## src/rtl/ssd_pkg.sv

```systemverilog
// Shared types and segment patterns for the seven-segment scan controller.
// Segment order is {g,f,e,d,c,b,a}, active-low.
package ssd_pkg;

  typedef logic [6:0] seg_t;

  localparam seg_t SEG_OFF = 7'b1111111;

  localparam seg_t SEG_LUT [0:9] = '{
    7'b1000000,  // 0
    7'b1111001,  // 1
    7'b0100100,  // 2
    7'b0110000,  // 3
    7'b0011001,  // 4
    7'b0010010,  // 5
    7'b0000010,  // 6
    7'b1111000,  // 7
    7'b0000000,  // 8
    7'b0010000   // 9
  };

  typedef enum logic [1:0] {
    IDLE,
    BLANK,
    SHOW
  } scan_state_e;

endpackage

```

## src/rtl/ssd_seg_decode.sv

```systemverilog
// Combinational BCD to active-low segment decode; codes 10..15 are dark.
module ssd_seg_decode
  import ssd_pkg::*;
(
  input  logic [3:0] i_bcd,
  output seg_t       o_seg
);

  always_comb begin
    o_seg = SEG_OFF;
    if (i_bcd <= 4'd9) begin
      o_seg = SEG_LUT[i_bcd];
    end
  end

endmodule

```

## src/rtl/ssd_scan_ctrl.sv

```systemverilog
// Time-multiplexed 7-segment scan controller with double-buffered digits.
// Optional macro LEAD_ZERO_BLANK_EN darkens leading zero digits (digit 0 always shown).
module ssd_scan_ctrl
  import ssd_pkg::*;
#(
  parameter int NUM_DIGITS      = 8,
  parameter int TICKS_PER_DIGIT = 100000,
  parameter int BLANK_TICKS     = 1000
) (
  input  logic                    clk,
  input  logic                    rst_n,
  input  logic                    en,
  input  logic [4*NUM_DIGITS-1:0] digits,
  input  logic [NUM_DIGITS-1:0]   dp_in,
  input  logic                    load,
  output logic [6:0]              seg,
  output logic                    dp,
  output logic [NUM_DIGITS-1:0]   AN,
  output logic                    frame_done
);

  localparam int CNT_W      = (TICKS_PER_DIGIT > 1) ? $clog2(TICKS_PER_DIGIT) : 1;
  localparam int IDX_W      = (NUM_DIGITS > 1) ? $clog2(NUM_DIGITS) : 1;
  localparam int SHOW_TICKS = TICKS_PER_DIGIT - BLANK_TICKS;

  localparam logic [CNT_W-1:0] BLANK_LAST = CNT_W'((BLANK_TICKS > 0) ? BLANK_TICKS - 1 : 0);
  localparam logic [CNT_W-1:0] SHOW_LAST  = CNT_W'(SHOW_TICKS - 1);
  localparam logic [IDX_W-1:0] IDX_LAST   = IDX_W'(NUM_DIGITS - 1);
  // With no blank time every slot starts directly in SHOW.
  localparam scan_state_e SLOT_START = (BLANK_TICKS == 0) ? SHOW : BLANK;

  scan_state_e             r_state;
  logic [IDX_W-1:0]        r_idx;
  logic [CNT_W-1:0]        r_cnt;
  logic [4*NUM_DIGITS-1:0] r_pend_digits;
  logic [NUM_DIGITS-1:0]   r_pend_dp;
  logic [4*NUM_DIGITS-1:0] r_act_digits;
  logic [NUM_DIGITS-1:0]   r_act_dp;
  seg_t                    r_seg;
  logic                    r_dp;
  logic [NUM_DIGITS-1:0]   r_an;
  logic                    r_frame_done;

  scan_state_e             w_state_next;
  logic [IDX_W-1:0]        w_idx_next;
  logic [CNT_W-1:0]        w_cnt_next;
  logic                    w_xfer;
  logic                    w_fd_next;
  logic [4*NUM_DIGITS-1:0] w_act_digits_next;
  logic [NUM_DIGITS-1:0]   w_act_dp_next;
  logic [3:0]              w_digit_sel;
  logic [3:0]              w_code;
  seg_t                    w_seg_dec;
  logic                    w_lit;

  always_comb begin
    w_state_next = r_state;
    w_idx_next   = r_idx;
    w_cnt_next   = r_cnt + 1'b1;
    w_xfer       = 1'b0;
    w_fd_next    = 1'b0;
    if (!en) begin
      w_state_next = IDLE;
      w_idx_next   = '0;
      w_cnt_next   = '0;
    end else begin
      case (r_state)
        IDLE: begin
          w_state_next = SLOT_START;
          w_idx_next   = '0;
          w_cnt_next   = '0;
          w_xfer       = 1'b1;
        end
        BLANK: begin
          if (r_cnt == BLANK_LAST) begin
            w_state_next = SHOW;
            w_cnt_next   = '0;
          end
        end
        SHOW: begin
          if (r_cnt == SHOW_LAST) begin
            w_state_next = SLOT_START;
            w_cnt_next   = '0;
            if (r_idx == IDX_LAST) begin
              w_idx_next = '0;
              w_xfer     = 1'b1;
              w_fd_next  = 1'b1;
            end else begin
              w_idx_next = r_idx + 1'b1;
            end
          end
        end
        default: begin
          w_state_next = IDLE;
          w_idx_next   = '0;
          w_cnt_next   = '0;
        end
      endcase
    end
  end

  // Outputs are registered from the next-state view so they move with state/index.
  assign w_act_digits_next = w_xfer ? r_pend_digits : r_act_digits;
  assign w_act_dp_next     = w_xfer ? r_pend_dp     : r_act_dp;
  assign w_digit_sel       = w_act_digits_next[4*w_idx_next +: 4];
  assign w_lit             = (w_state_next == SHOW);

`ifdef LEAD_ZERO_BLANK_EN
  logic [NUM_DIGITS-1:0] w_lead_zero;

  generate
    for (genvar gi = 0; gi < NUM_DIGITS; gi++) begin : g_lead_zero
      if (gi == NUM_DIGITS - 1) begin : g_top
        assign w_lead_zero[gi] = (w_act_digits_next[4*gi +: 4] == 4'd0);
      end else begin : g_rest
        assign w_lead_zero[gi] = w_lead_zero[gi+1] && (w_act_digits_next[4*gi +: 4] == 4'd0);
      end
    end
  endgenerate

  assign w_code = (w_lead_zero[w_idx_next] && (w_idx_next != '0)) ? 4'hF : w_digit_sel;
`else
  assign w_code = w_digit_sel;
`endif

  ssd_seg_decode u_seg_decode (
    .i_bcd (w_code),
    .o_seg (w_seg_dec)
  );

  always_ff @(posedge clk or negedge rst_n) begin
    if (!rst_n) begin
      r_state       <= IDLE;
      r_idx         <= '0;
      r_cnt         <= '0;
      r_pend_digits <= '0;
      r_pend_dp     <= '0;
      r_act_digits  <= '0;
      r_act_dp      <= '0;
      r_seg         <= SEG_OFF;
      r_dp          <= 1'b1;
      r_an          <= '1;
      r_frame_done  <= 1'b0;
    end else begin
      r_state      <= w_state_next;
      r_idx        <= w_idx_next;
      r_cnt        <= w_cnt_next;
      r_act_digits <= w_act_digits_next;
      r_act_dp     <= w_act_dp_next;
      r_frame_done <= w_fd_next;
      if (load) begin
        r_pend_digits <= digits;
        r_pend_dp     <= dp_in;
      end
      if (w_lit) begin
        r_an  <= ~(NUM_DIGITS'(1) << w_idx_next);
        r_seg <= w_seg_dec;
        r_dp  <= ~w_act_dp_next[w_idx_next];
      end else begin
        r_an  <= '1;
        r_seg <= SEG_OFF;
        r_dp  <= 1'b1;
      end
    end
  end

  assign seg        = r_seg;
  assign dp         = r_dp;
  assign AN         = r_an;
  assign frame_done = r_frame_done;

endmodule

```

## config.mk

```make
export PLATFORM = sky130hd
export DESIGN_NAME = ssd_scan_ctrl
export DESIGN_NICKNAME = d
export VERILOG_FILES = /design/src/rtl/ssd_pkg.sv /design/src/rtl/ssd_seg_decode.sv /design/src/rtl/ssd_scan_ctrl.sv
export SDC_FILE = /design/constraint.sdc
export NUM_CORES = 1
export LEC_CHECK = 0
export BUFFER_PORTS_ARGS = -buffer_cell sky130_fd_sc_hd__buf_2
export CAP_MARGIN = 20
export CORE_MARGIN = 2
export CORE_UTILIZATION = 45
export DETAILED_ROUTE_END_ITERATION = 16
export SYNTH_ARGS = -nofsm -noshare
export SYNTH_HDL_FRONTEND = slang
export SYNTH_HIERARCHICAL = 1
export SYNTH_SLANG_ARGS = --single-unit
```

## constraint.sdc

```tcl
create_clock -name clk -period 4.8 [get_ports clk]
set_input_delay 0 -clock clk [delete_from_list [all_inputs] [get_ports clk]]
set_output_delay 0 -clock clk [all_outputs]
set_load 0.02 [all_outputs]
```

==> summary.txt, run 1 <==
unrepaired setup endpoints after global routing -> false
Flop pwr share -> 0.424
DP Worst Slack -> 994.6 ps
GRT Util Overall -> 0.2072
Synth Instances -> 544
cts bufs inserted -> 17
max_cap viols -> 0
async set-or-reset flop fraction in the synthesized netlist -> 1.000
first-pass GRT wire length -> 22970 microns
area of the mapped netlist -> 5904 sq um
Post-Syn Area per Cell -> 10.85 sq um
worst min path class -> input port to flop
leak pwr -> 3.187 nW
count of pins over their slew limit -> 0
critical path required time -> 5140 ps
initial core utilization -> 0.4641
drt pass-1 iters -> 4
core area -> 12720 sq um
Root Buffer -> clkbuf_16
Die Span Y -> 118.5 microns
post-route ant nets -> 0
CTS Buffer Depth -> 2
synth top area cells -> dfrtp_1 (44%), mux2_2 (10%), dfstp_2 (7.1%)
GPL Wtd Cong -> 0.8067
CP Cell Sequence -> ha_1 -> nor4b_4 -> nand4_1 -> buf_4 -> nand3_1 -> nand3_1 -> and3_1 -> a2111o_1 -> mux2_2 -> inv_1 -> ha_1 -> nor2_1 -> nor2_1 -> a21oi_1 -> or2b_1
maximum VDD drop -> 222.8 uV
Synth Register Bits -> 119
Chip Width -> 118.5 microns
PD cells -> 378.6 nW/um^2
Setup crit start kind -> flop
# IOs -> 61
# fillers -> 1131
Post-layout nets -> 697
Syn Nets -> 600
Post-synth top cells -> dfrtp_1 (103), mux2_2 (54), nand2_1 (40)
count leader, synth -> dfrtp_1
clock share of power -> 0.412
Multi-input gate area -> 2698 sq um
Logic pwr share -> 0.163
prevailing post-synth register cell -> dfrtp_1
Worst Path Arrival -> 4150 ps
CTS tree -> built
layout cells sized above 1 -> 0.2645
fin worst setup slack -> 989.4 ps
initial antenna violation count -> 0
ant diodes -> 0
Relative slew margins -> 0.3419
fin crit period -> 3811 ps
Internal -> 0.002067 W
grt total ovfl -> 0
slowest stage delay, CP -> 390 ps
Net Sw Frac -> 0.2535
WL/cell -> 16.62 microns
period utilization -> 0.7939
crit path max fanout -> 27
final hold viol count -> 0
post-detail-place hpwl -> 8766 microns
worst skew pair latency -> 420 ps
share of the synthesized area in the top cell type -> 0.4365
Worst Skew -> 12.37 ps
clock slew at reported path FFs -> 50 ps
Area Overhead vs Synth -> 23.88%
IO buf count -> 60
Die Area -> 14050 sq um
vias in the first global route -> 4565
Seq/Total Area, Yosys -> 0.5077
Post-synth EDFFs -> 0
maximum number of pins on one net before global-route repair -> 83
Psw -> 0.0007021 W
Synth cell types -> 52
vias per inst -> 5.329
Worst path slowest cell -> dfrtp_1
DR vias -> 4402
YS warnings -> 6
CTS sink cnt -> 119
Setup TNS -> 0 ps
fmax -> 0.2624 GHz
final setup vio count -> 0
Placement Rows -> 41
DR DRC count -> 0
crit end category -> flop
H-tree depth -> 4
dominant cell type by area after synthesis -> dfrtp_1
status -> finished clean
WL final -> 13720 microns
Worst Tran Pin Value -> 987.1 ps
initial drt markers -> 236
crit path kind -> flop to flop
FF/Latch Area -> 2998 sq um
-- metal layers --
metal  part of all wire  track usage  vias up
li1                   -            -     2114
met1               0.46       0.2757     2196
met2               0.49       0.3254       81
met3              0.037      0.04730       11
met4              0.012      0.08780        0
met5                  0            0        -
-- layout by cell type (no fill, tap or decap), drive strengths merged, types with 24 or more instances in the layout --
cell	n
nor2	29
dfrtp	103
buf	69
and3	30
nor2b	27
nand2	41
o211ai	24
clkbuf	28
mux2	54
nand2b	28
o21ai	34
dlygate4sd3	42
-- power groups by stage --
stage | logic [W] | registers, W | clock network [W]
6_report | 0.000453 | 0.00117 | 0.00114
5_1_grt | 0.000505 | 0.00119 | 0.00121
4_1_cts | 0.000452 | 0.00118 | 0.00116
2_1_floorplan | 0.000313 | 0.00117 | 0
3_3_place_gp | 0.000418 | 0.00118 | 0
3_5_place_dp | 0.000423 | 0.00119 | 0
-- cell families (layout without fill, tap and decap cells) --
group / Yosys count / count (layout) / share of synthesized area
buffers and inverters: 48 / 158 / 0.03539
adders and majority gates: 12 / 12 / 0.02543
xor gates and xnor gates: 12 / 12 / 0.01780
AOI/OAI and AO/OA: 99 / 99 / 0.1197
DFF: 119 / 119 / 0.5077
and+or+nand+nor: 198 / 198 / 0.1875
muxes: 56 / 56 / 0.1064
-- path summary, 6_finish.rpt --
check	from	end	slack [ps]	cells after the start
max	r_cnt[0]	seg[2]	990	15
min	load	r_pend_digits[14]	340	2
max in group asynchronous	rst_n	r_pend_digits[26]	3610	4
min in group asynchronous	rst_n	r_idx[2]	490	3
max reg2reg	r_cnt[0]	seg[2]	990	15
min reg2reg	r_act_dp[0]	r_act_dp[0]	490	1
-- metrics by stage --
stage	hold slack [ps]	cell area, sq um	power [W]	util	instances
2_1_floorplan	-295.6	5904	0.001485	-	544
3_3_place_gp	232.0	6330	0.001603	0.4975	751
3_5_place_dp	234.5	6330	0.001613	0.4975	751
4_1_cts	329.0	7277	0.002791	0.5720	824
5_1_grt	351.1	7315	0.002907	0.5749	826
6_report	335.6	7315	0.002769	0.5749	826
-- registers in the layout (all words and copies together) (netlist names) --
signal         cells
r_act_digits      32
r_pend_digits     32
r_cnt             17
AN                 8
r_act_dp           8
r_pend_dp          8
seg                7
r_idx              3
r_state            2
dp                 1
frame_done         1
-- critical path, delay by kind of cell (launching register included) --
kind                     cells  cell delay [ps]
flip-flops                   1              390
multiplexers                 1              300
buffers and inverters        2              370
AND/OR/NAND/NOR              8             1740
AO/OA/AOI/OAI                2              470
adder cells (fa/ha/maj)      2              480
-- layout make-up --
class,instances,area share
flip-flops and latches,119,0.4099
multi-input cells,377,0.3688
repair buffers,111,0.1108
clock buffers,28,0.07065
well taps,172,0.02942
inverters,15,0.007698
clock inverters,4,0.002737
-- timing repair --
action                                 in CTS  in global routing
setup endpoints to repair                   0                  0
setup buffers                               0                  0
endpoints found under the hold margin     105                  1
gates resized for setup                     0                  0
hold buffers                               41                  1
No activity file was read; power rests on OpenSTA's default activity.
==> run 2, diff against run 1 <==
PLACE_DENSITY = 0.66   (was not set)
clock period = 3.5 ns   (was 4.8 ns; I/O delays follow)
==> run 2 against run 1 <==
Against the previous run:
- register-to-register slack worse by 960 ps
- setup slack worse by 960 ps
- critical path type unchanged
- wire length up 6.5%
- flip-flop and latch count is the same
==> summary.txt, run 2 (synthesis gave the netlist of run 1 again) <==
status -> finished clean
GRT Util Overall -> 0.2164
reg-to-reg endpoint -> seg[3]
Relative slew margins -> 0.4133
clock slew at reported path FFs -> 50 ps
period utilization -> 0.9911
core area -> 12720 sq um
count of pins over their slew limit -> 0
post-route ant nets -> 0
ant diodes -> 0
Area Overhead vs Synth -> 32.72%
worst skew pair latency -> 420 ps
met3 wire len -> 558 microns
R2R depth -> 15
# fillers -> 1051
HP Start -> en
Die Area -> 14050 sq um
vias per inst -> 5.300
final hold viol count -> 0
Chip Width -> 118.5 microns
maximum number of pins on one net before global-route repair -> 59
unrepaired setup endpoints after global routing -> true
first-pass GRT wire length -> 24030 microns
crit end category -> flop
Setup crit start kind -> flop
WL/cell -> 16.73 microns
Multi-input gate area -> 2819 sq um
wl on met1 -> 6713 microns
post-detail-place hpwl -> 9386 microns
Hold Crit Endpoint -> r_state[0]
CP Cell Sequence -> nor4b_4 -> buf_4 -> a41oi_2 -> o21a_1 -> o21ba_4 -> buf_8 -> and3_4 -> a2111o_1 -> mux2_4 -> inv_6 -> ha_4 -> o21bai_1 -> a22oi_2 -> o21ai_1 -> or2b_1
Hold Path Depth -> 3
Post-layout nets -> 745
slowest stage delay, CP -> 430 ps
grt total ovfl -> 0
crit path kind -> flop to flop
Top Registers -> r_act_digits (32), r_pend_digits (32), r_cnt (17)
Worst Skew -> 17.49 ps
vias in the first global route -> 4858
fmax -> 0.2883 GHz
cts bufs inserted -> 17
final setup vio count -> 0
H-tree depth -> 4
leak pwr -> 3.453 nW
worst min path class -> input port to flop
met2 WL -> 7024 microns
initial antenna violation count -> 0
crit path max fanout -> 7
Root Buffer -> clkbuf_16
Layout Utilization -> 0.6160
most common cell after layout, fill and taps aside -> dfrtp_1
Cell Count Post-Placement -> 775
critical path required time -> 3830 ps
critical path buffer and inverter count -> 3
Worst Path Arrival -> 3800 ps
max_cap viols -> 0
CTS Buffer Depth -> 2
layout cells sized above 1 -> 0.3419
Worst path slowest cell -> dfrtp_1
GPL Wtd Cong -> 0.8392
PD cells -> 497.6 nW/um^2
DR DRC count -> 0
Die Span Y -> 118.5 microns
WL final -> 14620 microns
FF/Latch Area -> 2998 sq um
# IOs -> 61
fin crit period -> 3469 ps
R2R setup slack -> 30 ps
Post-Layout Cell Count -> 874
IO buf count -> 60
initial drt markers -> 323
critical register-to-register path startpoint -> r_cnt[3]
Worst Tran Pin Value -> 880.1 ps
drt pass-1 iters -> 5
most frequent cells in the layout -> dfrtp_1 (103), buf_2 (60), mux2_2 (51)
Pwr Total -> 0.003899 W
CP top delay family -> compound AO/OA/AOI/OAI gates
maximum VDD drop -> 329.0 uV
initial core utilization -> 0.4641
Placement Rows -> 41
DR vias -> 4632
top sig layer -> met4
CTS tree -> built
CTS sink cnt -> 119
==> run 2: cell types whose count changed in the layout (fill, tap and decap cells not counted), sizes merged <==
cell	delta
dlygate4sd3	-1
clkbuf	+2
clkinv	-1
buf	+48
==> run 2: worst max path at each step <==
stage	start	end	slack, ps	cells past startpoint
2_1_floorplan	r_cnt[0]	seg[3]	60	16
3_3_place_gp	r_cnt[3]	seg[3]	90	14
3_5_place_dp	r_cnt[0]	seg[3]	-50	14
4_1_cts	r_cnt[0]	seg[1]	0.3	17
5_1_grt	r_cnt[0]	seg[0]	-90	16
6_report	r_cnt[3]	seg[3]	30	15
==> run 2: worst register-to-register path, cell delays in order, from the launching register on <==
cell	delay, ps
dfrtp_1	430
nor4b_4	340
buf_4	180
a41oi_2	130
o21a_1	240
o21ba_4	230
buf_8	140
and3_4	160
a2111o_1	390
mux2_4	330
inv_6	90
ha_4	150
o21bai_1	90
a22oi_2	180
o21ai_1	80
or2b_1	220
==> run 2: area by class of cell <==
cell class                      count  share of cell area
Clock buffer                       29             0.06514
Clock inverter                      3            0.001916
Inverter                           15            0.008143
Multi-Input combinational cell    377              0.3597
Sequential cell                   119              0.3826
Tap cell                          172             0.02746
Timing Repair Buffer              159              0.1550
==> run 2: timing repair <==
item	CTS	global route
hold buffers	41	0
resized for setup	11	37
hold endpoints to repair	91	0
setup buffers	6	18
cloned	2	1
pin swaps	2	34
setup endpoints to repair	7	7
==> run 2: where the power goes <==
part	total, W	internal (W)	switching (W)
sequential	0.00161	0.00154	0.0000725
clock	0.00154	0.000975	0.000560
combinational	0.000752	0.000383	0.000368
==> run 2: through the flow <==
step	setup slack (ps)	TNS [ps]	hold WS, ps	cell area (sq um)
2_1_floorplan	64.09	0	-295.6	5904
3_5_place_dp	-54.68	-120.3	115.0	6535
5_1_grt	-89.98	-350.2	165.7	7836
6_report	31.20	0	137.8	7836
3_3_place_gp	85.51	0	105.9	6535
4_1_cts	0.3393	0	105.6	7551
==> run 2: metal layers <==
layer,vias up,GRT usage
li1,2217,-
met1,2291,0.2835
met2,100,0.3459
met3,24,0.05454
met4,0,0.08259
met5,-,0
==> run 3, diff against run 2 <==
CTS_BUF_LIST = sky130_fd_sc_hd__clkbuf_4 sky130_fd_sc_hd__clkbuf_8   (was not set)
==> run 3 against run 2 <==
Against the previous run:
- utilization shrank 2.1 points
- clock power shrank 27%
- hold slack lost 21 ps
- non-clock buffer count shrank 10
- design area shrank 3.4%
- flip-flop and latch count is the same
- total power shrank 11%
- critical path type unchanged
- largest cell class unchanged
==> summary.txt, run 3 (synthesis gave the netlist of run 1 again) <==
Die Span Y -> 118.5 microns
maximum VDD drop -> 341.9 uV
leak pwr -> 3.343 nW
busiest grt layer -> met2
status -> finished clean
Root Buffer -> clkbuf_8
fmax -> 0.2873 GHz
Cell Count Post-Placement -> 775
initial antenna violation count -> 0
GPL Wtd Cong -> 0.8392
grt total ovfl -> 0
ant diodes -> 0
GR Layer Usage met3 -> 0.06033
max_cap viols -> 0
worst min path class -> input port to flop
initial core utilization -> 0.4641
most common cell after layout, fill and taps aside -> dfrtp_1
Setup crit start kind -> flop
CTS Buffer Depth -> 2
post-route ant nets -> 0
period utilization -> 0.9946
CTS sink cnt -> 119
Worst Path Arrival -> 3850 ps
DR DRC count -> 0
clock slew at reported path FFs -> 60 ps
Pwr Total -> 0.003460 W
crit path max fanout -> 9
cts bufs inserted -> 17
worst skew pair latency -> 440 ps
drt pass-1 iters -> 4
Worst Tran Pin Value -> 887.3 ps
DR vias -> 4598
Area Overhead vs Synth -> 28.16%
H-tree depth -> 4
GRT Util Overall -> 0.2122
initial drt markers -> 291
unrepaired setup endpoints after global routing -> true
maximum number of pins on one net before global-route repair -> 59
Post-layout nets -> 735
critical path required time -> 3870 ps
Worst Skew -> 7.330 ps
Relative slew margins -> 0.4085
Die Area -> 14050 sq um
layout cells sized above 1 -> 0.3396
met1 usage -> 0.2814
vias in the first global route -> 4771
CTS tree -> built
Top Registers -> r_act_digits (32), r_pend_digits (32), r_cnt (17)
crit end category -> flop
count of pins over their slew limit -> 0
Setup TNS -> 0 ps
WL/cell -> 16.75 microns
IO buf count -> 60
Placement Rows -> 41
crit path kind -> flop to flop
GR Util met2 -> 0.3351
Chip Width -> 118.5 microns
final hold viol count -> 0
Post-Layout Cell Count -> 864
WL final -> 14480 microns
most frequent cells in the layout -> dfrtp_1 (103), buf_2 (59), mux2_2 (51)
core area -> 12720 sq um
PD cells -> 457.2 nW/um^2
post-detail-place hpwl -> 9386 microns
# IOs -> 61
fin crit period -> 3481 ps
vias per inst -> 5.322
first-pass GRT wire length -> 23520 microns
final setup vio count -> 0
## run 3: cell count changes in the layout (fill, tap and decap cells not counted), moves of 7 or more
cell       previous run  this run
buf_4                49        42
clkbuf_1              8         0
clkbuf_16            18         0
clkbuf_4              0         8
clkbuf_8              4        21
## run 3: layout make-up
| class | count | area [sq um] |
|---|---|---|
| multi-input combinational | 377 | 2805 |
| timing repair buffer | 149 | 1121 |
| inverter | 15 | 63.81 |
| sequential | 119 | 2998 |
| fill | 1099 | 5155 |
| clock buffer | 29 | 349.1 |
| clock inverter | 3 | 15.01 |
| tap | 172 | 215.2 |
## run 3: final timing paths
| check | startpoint | end | slack [ps] | cells past startpoint |
|---|---|---|---|---|
| max | r_cnt[1] | seg[1] | 20 | 15 |
| min | en | r_act_digits[10] | 120 | 3 |
| max reg2reg | r_cnt[1] | seg[1] | 20 | 15 |
| min reg2reg | r_act_dp[4] | r_act_dp[4] | 490 | 1 |
| max in group asynchronous | rst_n | AN[2] | 2400 | 3 |
| min in group asynchronous | rst_n | r_act_digits[21] | 170 | 2 |
## run 3: what timing repair did
item / 4_1_cts / 5_1_grt
setup endpoints to repair: 6 / 7
pin swaps: 3 / 17
endpoints found under the hold margin: 91 / 0
hold buffers: 41 / 0
buffers inserted: 2 / 13
gates resized for setup: 11 / 35
cloned: 2 / 0
## run 3: worst max-delay path: stages, from the launching register on
cell      delay [ps]
dfrtp_1          350
ha_2             180
nor4b_4          300
nand4_1          160
buf_6            170
nor4_2           260
nor2_1           240
and3_1           200
a2111o_1         390
mux2_4           340
inv_4             90
buf_6            110
ha_4             190
a21oi_1          140
nor2_1            50
or2b_1           230
## run 3: layer usage
metal / up-vias / share of wire
li1: 2197 / -
met4: 0 / 0.022
met3: 23 / 0.048
met2: 120 / 0.47
met5: - / 0
met1: 2258 / 0.46
## run 3: per-stage QoR
| step | cell area, sq um | hold slack, ps | util | setup WS (ps) |
|---|---|---|---|---|
| finish | 7567 | 116.8 | 0.5948 | 18.90 |
| global route | 7567 | 134.5 | 0.5948 | -133.5 |
| CTS | 7366 | 86.11 | 0.5790 | 5.205 |
| detailed placement | 6535 | 115.0 | 0.5137 | -54.68 |
| global placement | 6535 | 105.9 | 0.5137 | 85.51 |
| floorplan | 5904 | -295.6 | - | 64.09 |
## run 3: power by group
part	internal [W]	total (W)	leakage, nW	switching [W]
clock	0.000625	0.00113	0.200	0.000507
combinational	0.000363	0.000720	1.71	0.000357
sequential	0.00154	0.00161	1.43	0.0000707
total	0.00252	0.00346	3.34	0.000935
